===== src/rtl/sm_twos_convert_stream.sv =====
// sm_twos_convert_stream: multi-lane pipelined sign-magnitude <-> two's
// complement converter with valid/ready handshake on both sides.
//
// Parameters:
//   W      word width including sign bit (>= 3)
//   LANES  words per beat (>= 1)
//   PIPE   register stages from input to output (1..4)
//
// Ports:
//   clk        rising-edge clock
//   rst        synchronous active-high reset
//   in_valid   input beat valid
//   in_ready   input beat accepted when in_valid && in_ready
//   in_mode    0: SM->2C, 1: 2C->SM, travels with its beat
//   in_data    LANES packed words, lane i at [i*W +: W]
//   out_valid  output beat valid
//   out_ready  downstream accepts
//   out_data   converted words, same packing
//   out_negz   per lane: SM input was negative zero (mode 0)
//   out_sat    per lane: 2C input was -2^(W-1), saturated (mode 1)
//
// Optional build macro SM_TWOS_CONVERT_STATS_EN adds two saturating
// 32-bit counters, stat_negz_cnt and stat_sat_cnt, that accumulate the
// popcount of out_negz / out_sat on every accepted output beat.

module sm_twos_convert_stream #(
    parameter int W     = 9,
    parameter int LANES = 4,
    parameter int PIPE  = 2
) (
    input  logic                 clk,
    input  logic                 rst,
    input  logic                 in_valid,
    output logic                 in_ready,
    input  logic                 in_mode,
    input  logic [LANES*W-1:0]   in_data,
    output logic                 out_valid,
    input  logic                 out_ready,
    output logic [LANES*W-1:0]   out_data,
    output logic [LANES-1:0]     out_negz,
    output logic [LANES-1:0]     out_sat
`ifdef SM_TWOS_CONVERT_STATS_EN
    ,
    output logic [31:0]          stat_negz_cnt,
    output logic [31:0]          stat_sat_cnt
`endif
);

    localparam logic [W-1:0] ONE = W'(1);

    // Returns {sat, negz, word} for one lane.
    function automatic logic [W+1:0] conv_lane(
        input logic         mode,
        input logic [W-1:0] word
    );
        logic         sign;
        logic [W-2:0] mag;
        logic [W-1:0] pos;
        logic [W-1:0] res;
        logic         nz;
        logic         st;
        sign = word[W-1];
        mag  = word[W-2:0];
        pos  = {1'b0, mag};
        res  = word;
        nz   = 1'b0;
        st   = 1'b0;
        if (!mode) begin
            if (sign) begin
                if (mag == '0) begin
                    // -0 collapses to +0 so we never emit -2^(W-1)
                    res = '0;
                    nz  = 1'b1;
                end else begin
                    res = ~pos + ONE;
                end
            end
        end else begin
            if (sign) begin
                if (mag == '0) begin
                    // -2^(W-1) has no SM encoding; clamp to -(2^(W-1)-1)
                    res = '1;
                    st  = 1'b1;
                end else begin
                    res = ~word + ONE;
                    res = {1'b1, res[W-2:0]};
                end
            end
        end
        return {st, nz, res};
    endfunction

    logic [LANES*W-1:0] conv_data;
    logic [LANES-1:0]   conv_negz;
    logic [LANES-1:0]   conv_sat;

    always_comb begin
        logic [W+1:0] r;
        conv_data = '0;
        conv_negz = '0;
        conv_sat  = '0;
        r         = '0;
        for (int l = 0; l < LANES; l++) begin
            r = conv_lane(in_mode, in_data[l*W +: W]);
            conv_data[l*W +: W] = r[W-1:0];
            conv_negz[l]        = r[W];
            conv_sat[l]         = r[W+1];
        end
    end

    logic [PIPE-1:0]    valid_q;
    logic [LANES*W-1:0] data_q [PIPE];
    logic [LANES-1:0]   negz_q [PIPE];
    logic [LANES-1:0]   sat_q  [PIPE];

    logic [PIPE-1:0]    valid_d;
    logic [LANES*W-1:0] data_d [PIPE];
    logic [LANES-1:0]   negz_d [PIPE];
    logic [LANES-1:0]   sat_d  [PIPE];

    logic [PIPE-1:0]    load;

    // A stage may load when the output drains or any stage at or
    // downstream of it is empty; this lets bubbles collapse.
    always_comb begin
        logic hole;
        hole = 1'b0;
        load = '0;
        for (int k = PIPE - 1; k >= 0; k--) begin
            hole    = hole | ~valid_q[k];
            load[k] = out_ready | hole;
        end
    end

    // Stage 1 takes the converted input; later stages shift.
    always_comb begin
        valid_d    = '0;
        data_d     = '{default: '0};
        negz_d     = '{default: '0};
        sat_d      = '{default: '0};
        valid_d[0] = in_valid;
        data_d[0]  = conv_data;
        negz_d[0]  = conv_negz & {LANES{~in_mode}};
        sat_d[0]   = conv_sat & {LANES{in_mode}};
        for (int k = 1; k < PIPE; k++) begin
            valid_d[k] = valid_q[k-1];
            data_d[k]  = data_q[k-1];
            negz_d[k]  = negz_q[k-1];
            sat_d[k]   = sat_q[k-1];
        end
    end

    always_ff @(posedge clk) begin
        if (rst) begin
            valid_q <= '0;
            for (int k = 0; k < PIPE; k++) begin
                data_q[k] <= '0;
                negz_q[k] <= '0;
                sat_q[k]  <= '0;
            end
        end else begin
            for (int k = 0; k < PIPE; k++) begin
                if (load[k]) begin
                    valid_q[k] <= valid_d[k];
                    // Bubbles leave the payload untouched
                    if (valid_d[k]) begin
                        data_q[k] <= data_d[k];
                        negz_q[k] <= negz_d[k];
                        sat_q[k]  <= sat_d[k];
                    end
                end
            end
        end
    end

    assign in_ready  = load[0];
    assign out_valid = valid_q[PIPE-1];
    assign out_data  = data_q[PIPE-1];
    assign out_negz  = negz_q[PIPE-1];
    assign out_sat   = sat_q[PIPE-1];

`ifdef SM_TWOS_CONVERT_STATS_EN
    function automatic logic [31:0] sat_add(
        input logic [31:0]      acc,
        input logic [LANES-1:0] bits
    );
        logic [32:0] s;
        s = {1'b0, acc};
        for (int i = 0; i < LANES; i++) begin
            s = s + 33'(bits[i]);
        end
        return s[32] ? 32'hFFFF_FFFF : s[31:0];
    endfunction

    logic [31:0] negz_cnt_q, negz_cnt_d;
    logic [31:0] sat_cnt_q, sat_cnt_d;
    logic        fire;

    assign fire = out_valid & out_ready;

    always_comb begin
        negz_cnt_d = negz_cnt_q;
        sat_cnt_d  = sat_cnt_q;
        if (fire) begin
            negz_cnt_d = sat_add(negz_cnt_q, out_negz);
            sat_cnt_d  = sat_add(sat_cnt_q, out_sat);
        end
    end

    always_ff @(posedge clk) begin
        if (rst) begin
            negz_cnt_q <= '0;
            sat_cnt_q  <= '0;
        end else begin
            negz_cnt_q <= negz_cnt_d;
            sat_cnt_q  <= sat_cnt_d;
        end
    end

    assign stat_negz_cnt = negz_cnt_q;
    assign stat_sat_cnt  = sat_cnt_q;
`endif

endmodule


===== config.mk =====
export PLATFORM = sky130hd
export DESIGN_NAME = sm_twos_convert_stream
export DESIGN_NICKNAME = d
export VERILOG_FILES = /design/src/rtl/sm_twos_convert_stream.sv
export SDC_FILE = /design/constraint.sdc
export NUM_CORES = 1
export LEC_CHECK = 0
export CORE_UTILIZATION = 35
export DETAILED_ROUTE_END_ITERATION = 7
export REMOVE_ABC_BUFFERS = 1
export SLEW_MARGIN = 0
export SYNTH_ARGS = -nofsm -noshare
export SYNTH_HDL_FRONTEND = slang
export SYNTH_SLANG_ARGS = --single-unit

===== constraint.sdc =====
create_clock -name clk -period 4.65 [get_ports clk]
set_input_delay 0.93 -clock clk [delete_from_list [all_inputs] [get_ports clk]]
set_output_delay 0.93 -clock clk [all_outputs]
set_load 0.02 [all_outputs]

==> run summary, run 1 <==
- **area of the die** 12890 um2
- **Critical Path, Cell by Cell** clkdlybuf4s50_1 > and3b_1 > inv_1 > clkdlybuf4s50_1
- **final setup violation count** 0
- **result of the run** finished, final reports clean
- **Diodes inserted** 0
- **met1 track demand over resource** 16.60%
- **routed length per instance** 13.70 um
- **cell accounting for the most synthesized area** sky130_fd_sc_hd__edfxtp_1
- **number of vias after detailed routing** 3086
- **cell repeated most along the worst path** sky130_fd_sc_hd__clkdlybuf4s50_1
- **Post-CTS Hold Fix Bufs** 0
- **Netlist cell types** 49
- **cell depth of the worst flop-to-flop path** 3
- **RSZ-0062 raised after global routing** false
- **Hold Crit Depth** 1
- **Worst Hold Endpoint** data_q[0][40]
- **Syn. warnings** 0
- **First DRT Iteration DRCs** 176
- **total detailed-routing wirelength** 8.534 mm
- **GR Layer Usage met2** 22.85%
- **standard cell core area** 12060 um2
- **register bit total from synthesis** 90
- **global routing met3 resource utilization** 2.710%
- **kind of critical path** input pin to output pin
- **IR Drop Worst-Case VDD** 0.1642 mV
- **ports placed on the boundary** 87
- **launch instance of the worst min-delay path** data_q[0][4]
- **number of global-route vias before repair** 2917
- **shortest period the worst path allows** 3.271 ns
- **area share of the largest cell type after synthesis** 60.71%
- **layout net count** 496
- **FFs w/ async S/R, synth** 0%
- **static leakage** 2.096 nW
- **RD Place Congestion** 0.8793
- **die extent in y** 113.5 um
- **synthesized instance count** 366
- **clock tree root buffer cell** sky130_fd_sc_hd__clkbuf_16
- **worst rel slew slack** 29.29%
- **slowest cell delay on critical path** 0.62 ns
- **number of remaining DRC errors** 0
- **total CTS buffers** 9
- **most area-consuming cells after synthesis** sky130_fd_sc_hd__edfxtp_1 61%, sky130_fd_sc_hd__and2_1 6.3%, sky130_fd_sc_hd__a21oi_1 2.9%
- **post-synthesis instance area** 4353 um2
- **worst-case register-to-register setup slack** 2.73 ns
- **maximum fanout count along the critical path** 4
- **start of the worst register-to-register path** valid_q[0]
- **worst hold slack** 0.5150 ns
- **Congestion Overflow GR** 0
- **count of buffers inserted at the top-level ports** 86
- **clock tree from TritonCTS** built
- **chip width** 113.5 um
- **final hold viol count** 0
- **H-tree level count** 3
- **# Post-CTS Setup Buffers** 0
- **drt via density** 4.953
- **layout cell share with drive strength beyond 1** 7.912%
- **dominant synthesized flop cell** sky130_fd_sc_hd__edfxtp_1
- **Layout Skew** 0.005275 ns
- **layout-stage area growth over the synthesis result** 31.65%
- **fin crit share** 70.35%
- **post_cts resized** 0
- **category of the worst setup path launch point** input pin
- **wire length of the first global-routing pass** 13.70 mm
- **max_cap viols** 0
- **CTS clk-pin slew, worst paths** 0.06 ns
- **maximum number of buffers from clock root to sink** 2
- **actual transition at the worst max-transition pin** 1.061 ns
- **multi-input gate area in the final layout** 1544 um2
- **worst skew pair latency** 0.34 ns
- **starting utilization of the core area** 36.09%
- **Most Crowded Layer GR** met2
- **Storage cell area** 2683 um2
- **required time of the critical path** 3.72 ns
- **R2R Path End** data_q[0][18]
- **Post-Syn Area per Cell** 11.89 um2
- **number of enable-type register cells in the synthesized netlist** 88
- **total power per unit cell area** 357.0 nW/um2
- **sink count of the clock tree** 90
- **First-pass DRT Iterations** 4
- **fmax** 305.7 MHz
- **setup_tns** 0 ns
- **crit path capture type** output pin
- **number of standard-cell rows in the floorplan** 40
- **Total Routing Usage GR** 13.72%
- **count of antenna-violating nets left after detailed routing** 0
- **crit-path leading delay family** buffers and inverters
- **antenna violations before repair** 0
- **Tightest Hold Check Type** flip-flop to flip-flop
- **total power of the final layout** 2.046 mW
- **largest net degree at the start of global routing** 45
- **DP Wirelength** 5.728 mm
- **slowest stage cell, crit path** sky130_fd_sc_hd__clkdlybuf4s50_1
- **arrival time of data at the critical path endpoint** 2.34 ns
- **total buffers and inverters traversed by the critical path** 3
- **sequential element share of the synthesized area** 61.63%
- **number of inserted filler cells in the final layout** 1091
- **Slew Limit Fails** 0
==> registers in the layout, summed over array words and instances, names as in the netlist <==
register and cells:
data_q 72, negz_q 8, sat_q 8, valid_q 2
==> synthesized netlist by cell type (all sizes together), types with 3 or more instances <==
library cell,number
nand3,15
o211ai,7
a21oi,25
edfxtp,88
nand2,21
and2,44
nor4b,3
mux2i,6
a211oi,3
a21o,4
a311oi,7
or4b,5
nor2,30
ha,4
clkbuf,11
a211o,3
nor3,14
buf,5
inv,19
o21ai,17
o22ai,3
or4,3
==> logic make-up after synthesis <==
logic type	count (synthesis)	share of synthesized area, %
adders and majority gates	4	1.150
DFF	90	61.63
and+or+nand+nor	152	20.52
buffers and inverters	35	3.363
AOI/OAI and AO/OA	79	11.96
muxes	6	1.380
==> placed cells by master (no fill, tap or decap), drive strengths merged, types with 3 or more instances in the layout <==
cell type      synthesis  layout
edfxtp                88      88
clkdlybuf4s50          0      86
and2                  44      44
nor2                  30      30
a21oi                 25      25
nand2                 21      21
inv                   19      19
o21ai                 17      17
nand3                 15      15
nor3                  14      14
clkbuf                11       9
a311oi                 7       7
o211ai                 7       7
mux2i                  6       6
or4b                   5       5
ha                     4       4
buf                    5       4
a21o                   4       4
o22ai                  3       3
a211o                  3       3
bufinv                 0       3
nor4b                  3       3
or4                    3       3
a211oi                 3       3
==> final cells by class <==
| cell class | count | area share [%] |
|---|---|---|
| flip-flops and latches | 90 | 46.81 |
| multi-input cells | 241 | 26.94 |
| repair buffers | 90 | 15.55 |
| clock buffers | 9 | 3.930 |
| well taps | 168 | 3.668 |
| clock inverters | 6 | 1.856 |
| inverters | 19 | 1.245 |
==> per-stage QoR <==
step	std cells	utilization (%)	setup slack, ns	area [um2]
after floorplan	350	-	1.153	4278
after global placement	608	44.76	1.413	5399
after detailed placement	608	44.76	1.380	5399
after CTS	623	47.51	1.377	5731
after global routing	623	47.51	1.340	5731
final	623	47.51	1.379	5731
==> how the worst max path moves through the flow <==
stage,depth (start not counted),end,start
5_1_grt,4,in_ready,out_ready
3_5_place_dp,4,in_ready,out_ready
2_1_floorplan,2,data_q[0][36],out_ready
6_report,4,in_ready,out_ready
4_1_cts,4,in_ready,out_ready
3_3_place_gp,4,in_ready,out_ready
==> worst register-to-register path: cells and delay by family, from the launching register on <==
kind	cells	cell delay, ns
AOI/OAI and AO/OA	1	0.82
buffers and inverters	1	0.09
DFF	1	0.34
and+or+nand+nor	1	0.24
==> metal layers <==
layer | vias up | share of wire, % | routed length [um]
met2 | 79 | 48 | 4097
li1 | 1536 | - | -
met5 | - | 0 | 0
met3 | 17 | 4.4 | 378
met4 | 0 | 2.3 | 195
met1 | 1454 | 45 | 3863
==> power breakdown <==
group | internal (mW) | switching [mW]
combinational | 0.119 | 0.149
sequential | 0.960 | 0.0133
clock | 0.519 | 0.286
(Power assumes the default switching activity.)
==> run 2: changes to the inputs <==
Clock period 4.65 ns to 3.19 ns, I/O delays scaled along.
==> run 2 against run 1 <==
Net effect: sequential cell count did not move; via count grew 0.58%; largest cell class unchanged; combinational power is 49% higher; clock skew fell by 0.0020 ns; largest power group unchanged; setup slack got worse by 0.86 ns; critical path depth stayed put; cell area is 0.74% higher; highest routed layer unchanged; die area unchanged; global-route usage up 0.29 points; routed wire length grew 0.50%; cell count up 0.48%; first-iteration DRC count decreased by 15%.
==> run summary, run 2 (synthesized netlist as in run 1, its figures left out) <==
- **result of the run** finished, final reports clean
- **Total Routing Usage GR** 14.00%
- **drt via density** 4.958
- **wire length of the first global-routing pass** 14.01 mm
- **total CTS buffers** 9
- **chip width** 113.5 um
- **IR Drop Worst-Case VDD** 0.1967 mV
- **NetSw** 644.7 uW
- **clock tree from TritonCTS** built
- **share of total power in sequential cells** 47.5%
- **launch instance of the worst min-delay path** data_q[0][26]
- **crit path capture type** output pin
- **layout net count** 498
- **maximum number of buffers from clock root to sink** 2
- **total detailed-routing wirelength** 8.577 mm
- **cell depth of the worst flop-to-flop path** 3
- **Congestion Overflow GR** 0
- **count of buffers inserted at the top-level ports** 86
- **Tightest Hold Check Type** flip-flop to flip-flop
- **CTS clk-pin slew, worst paths** 0.06 ns
- **Int Power** 2.338 mW
- **total power per unit cell area** 516.7 nW/um2
- **largest net degree at the start of global routing** 68
- **relative contribution of combinational cells to total power** 13.3%
- **Critical Path, Cell by Cell** clkdlybuf4s50_1 > and3b_1 > inv_1 > clkdlybuf4s50_1
- **routed length per instance** 13.70 um
- **First-pass DRT Iterations** 4
- **Storage cell area** 2683 um2
- **number of remaining DRC errors** 0
- **final standard cell utilization of the core** 47.86%
- **post_cts resized** 0
- **fmax** 373.8 MHz
- **worst skew pair latency** 0.33 ns
- **R2R Path End** data_q[0][11]
- **worst setup slack after placement** 0.4594 ns
- **final setup violation count** 0
- **slowest stage cell, crit path** sky130_fd_sc_hd__clkdlybuf4s50_1
- **area of the die** 12890 um2
- **number of inserted filler cells in the final layout** 1077
- **worst rel slew slack** 60.11%
- **slowest cell delay on critical path** 0.60 ns
- **Diodes inserted** 0
- **Biggest register** data_q
- **max_cap viols** 0
- **category of the worst setup path launch point** input pin
- **starting utilization of the core area** 36.09%
- **die extent in y** 113.5 um
- **worst hold slack** 0.5154 ns
- **sink count of the clock tree** 90
- **required time of the critical path** 2.55 ns
- **maximum fanout count along the critical path** 4
- **total buffers and inverters traversed by the critical path** 3
- **static leakage** 2.113 nW
- **Worst Hold Endpoint** data_q[0][62]
- **arrival time of data at the critical path endpoint** 2.04 ns
- **number of vias after detailed routing** 3104
- **count of antenna-violating nets left after detailed routing** 0
- **Slew Limit Fails** 0
- **actual transition at the worst max-transition pin** 0.5937 ns
- **flip-flop count of the largest register, all copies and words added** 72
- **RD Place Congestion** 0.8869
- **layout cell share with drive strength beyond 1** 8.079%
- **cell repeated most along the worst path** sky130_fd_sc_hd__clkdlybuf4s50_1
- **number of standard-cell rows in the floorplan** 40
- **top library cells by usage in the layout, fill and taps aside** 88 x sky130_fd_sc_hd__edfxtp_1, 86 x sky130_fd_sc_hd__clkdlybuf4s50_1, 44 x sky130_fd_sc_hd__and2_1
- **Layout Skew** 0.003289 ns
- **kind of critical path** input pin to output pin
- **start of the worst register-to-register path** valid_q[0]
- **crit-path leading delay family** buffers and inverters
- **standard cell core area** 12060 um2
- **# Post-CTS Setup Buffers** 0
- **DP Wirelength** 5.904 mm
- **shortest period the worst path allows** 2.675 ns
- **layout-stage area growth over the synthesis result** 32.62%
- **final hold viol count** 0
- **multi-input gate area in the final layout** 1544 um2
- **number of global-route vias before repair** 2924
- **biggest regs** data_q: 72 flops, negz_q: 8 flops, sat_q: 8 flops
- **H-tree level count** 3
- **final setup slack of the worst path** 0.5148 ns
- **part of the power in the clock network** 39.1%
- **ports placed on the boundary** 87
- **most common library cell in the layout ignoring fill and taps** sky130_fd_sc_hd__edfxtp_1
- **RSZ-0062 raised after global routing** false
- **clock tree root buffer cell** sky130_fd_sc_hd__clkbuf_16
- **antenna violations before repair** 0
- **Post-CTS Hold Fix Bufs** 0
- **worst-case register-to-register setup slack** 1.58 ns
- **First DRT Iteration DRCs** 149
- **switching power share of the total** 21.61%
- **fin crit share** 83.86%
- **Hold Crit Depth** 1
==> run 2: cell count changes in the layout (fill, tap and decap cells not counted) <==
cell,previous run,this run
sky130_fd_sc_hd__clkinv_2,1,0
sky130_fd_sc_hd__buf_12,0,2
sky130_fd_sc_hd__clkbuf_1,0,1
sky130_fd_sc_hd__clkinv_1,1,2
==> run 2: power groups by stage <==
stage	registers [mW]	clock network [mW]	logic (mW)
final	1.42	1.17	0.398
after global routing	1.43	1.25	0.432
after CTS	1.42	1.20	0.402
after detailed placement	1.44	0	0.401
after global placement	1.44	0	0.396
after floorplan	1.50	0	0.122
==> run 2: worst reg2reg max path: cells and delay by family, from the launching register on <==
kind             cells  cell delay (ns)
AO/OA/AOI/OAI        1             0.33
AND/OR/NAND/NOR      2             0.78
flip-flops           1             0.33
==> run 2: area by class of cell <==
class / count / area share (%)
Clock buffer: 10 / 3.966
Multi-Input combinational cell: 241 / 26.74
Tap cell: 168 / 3.641
Inverter: 19 / 1.235
Timing Repair Buffer: 92 / 16.12
Clock inverter: 6 / 1.821
Sequential cell: 90 / 46.47
==> run 2: per-layer routing <==
layer	share of wire, %	wire (um)	vias to the layer above	track usage (%)
met5	0	0	-	0
met4	1.8	157	0	6.053
met3	3.7	320	13	2.976
met2	49	4236	79	23.70
met1	45	3863	1472	17.30
li1	-	-	1540	-
==> run 2: how the worst max path moves through the flow <==
stage	from	slack, ns	endpoint	depth (start not counted)
floorplan	out_ready	-0.01	data_q[0][36]	2
global placement	in_data[27]	0.51	data_q[0][33]	7
detailed placement	in_data[27]	0.46	data_q[0][33]	7
CTS	out_ready	0.51	in_ready	4
global route	out_ready	0.46	in_ready	4
finish	out_ready	0.51	in_ready	4
==> run 2: through the flow <==
step | power [mW] | TNS (ns) | cell area (um2) | std cells
6_report | 2.983 | 0 | 5773 | 626
3_3_place_gp | 1.839 | 0 | 5439 | 610
2_1_floorplan | 1.624 | -0.6589 | 4278 | 350
4_1_cts | 3.020 | 0 | 5773 | 626
5_1_grt | 3.107 | 0 | 5773 | 626
3_5_place_dp | 1.845 | 0 | 5439 | 610
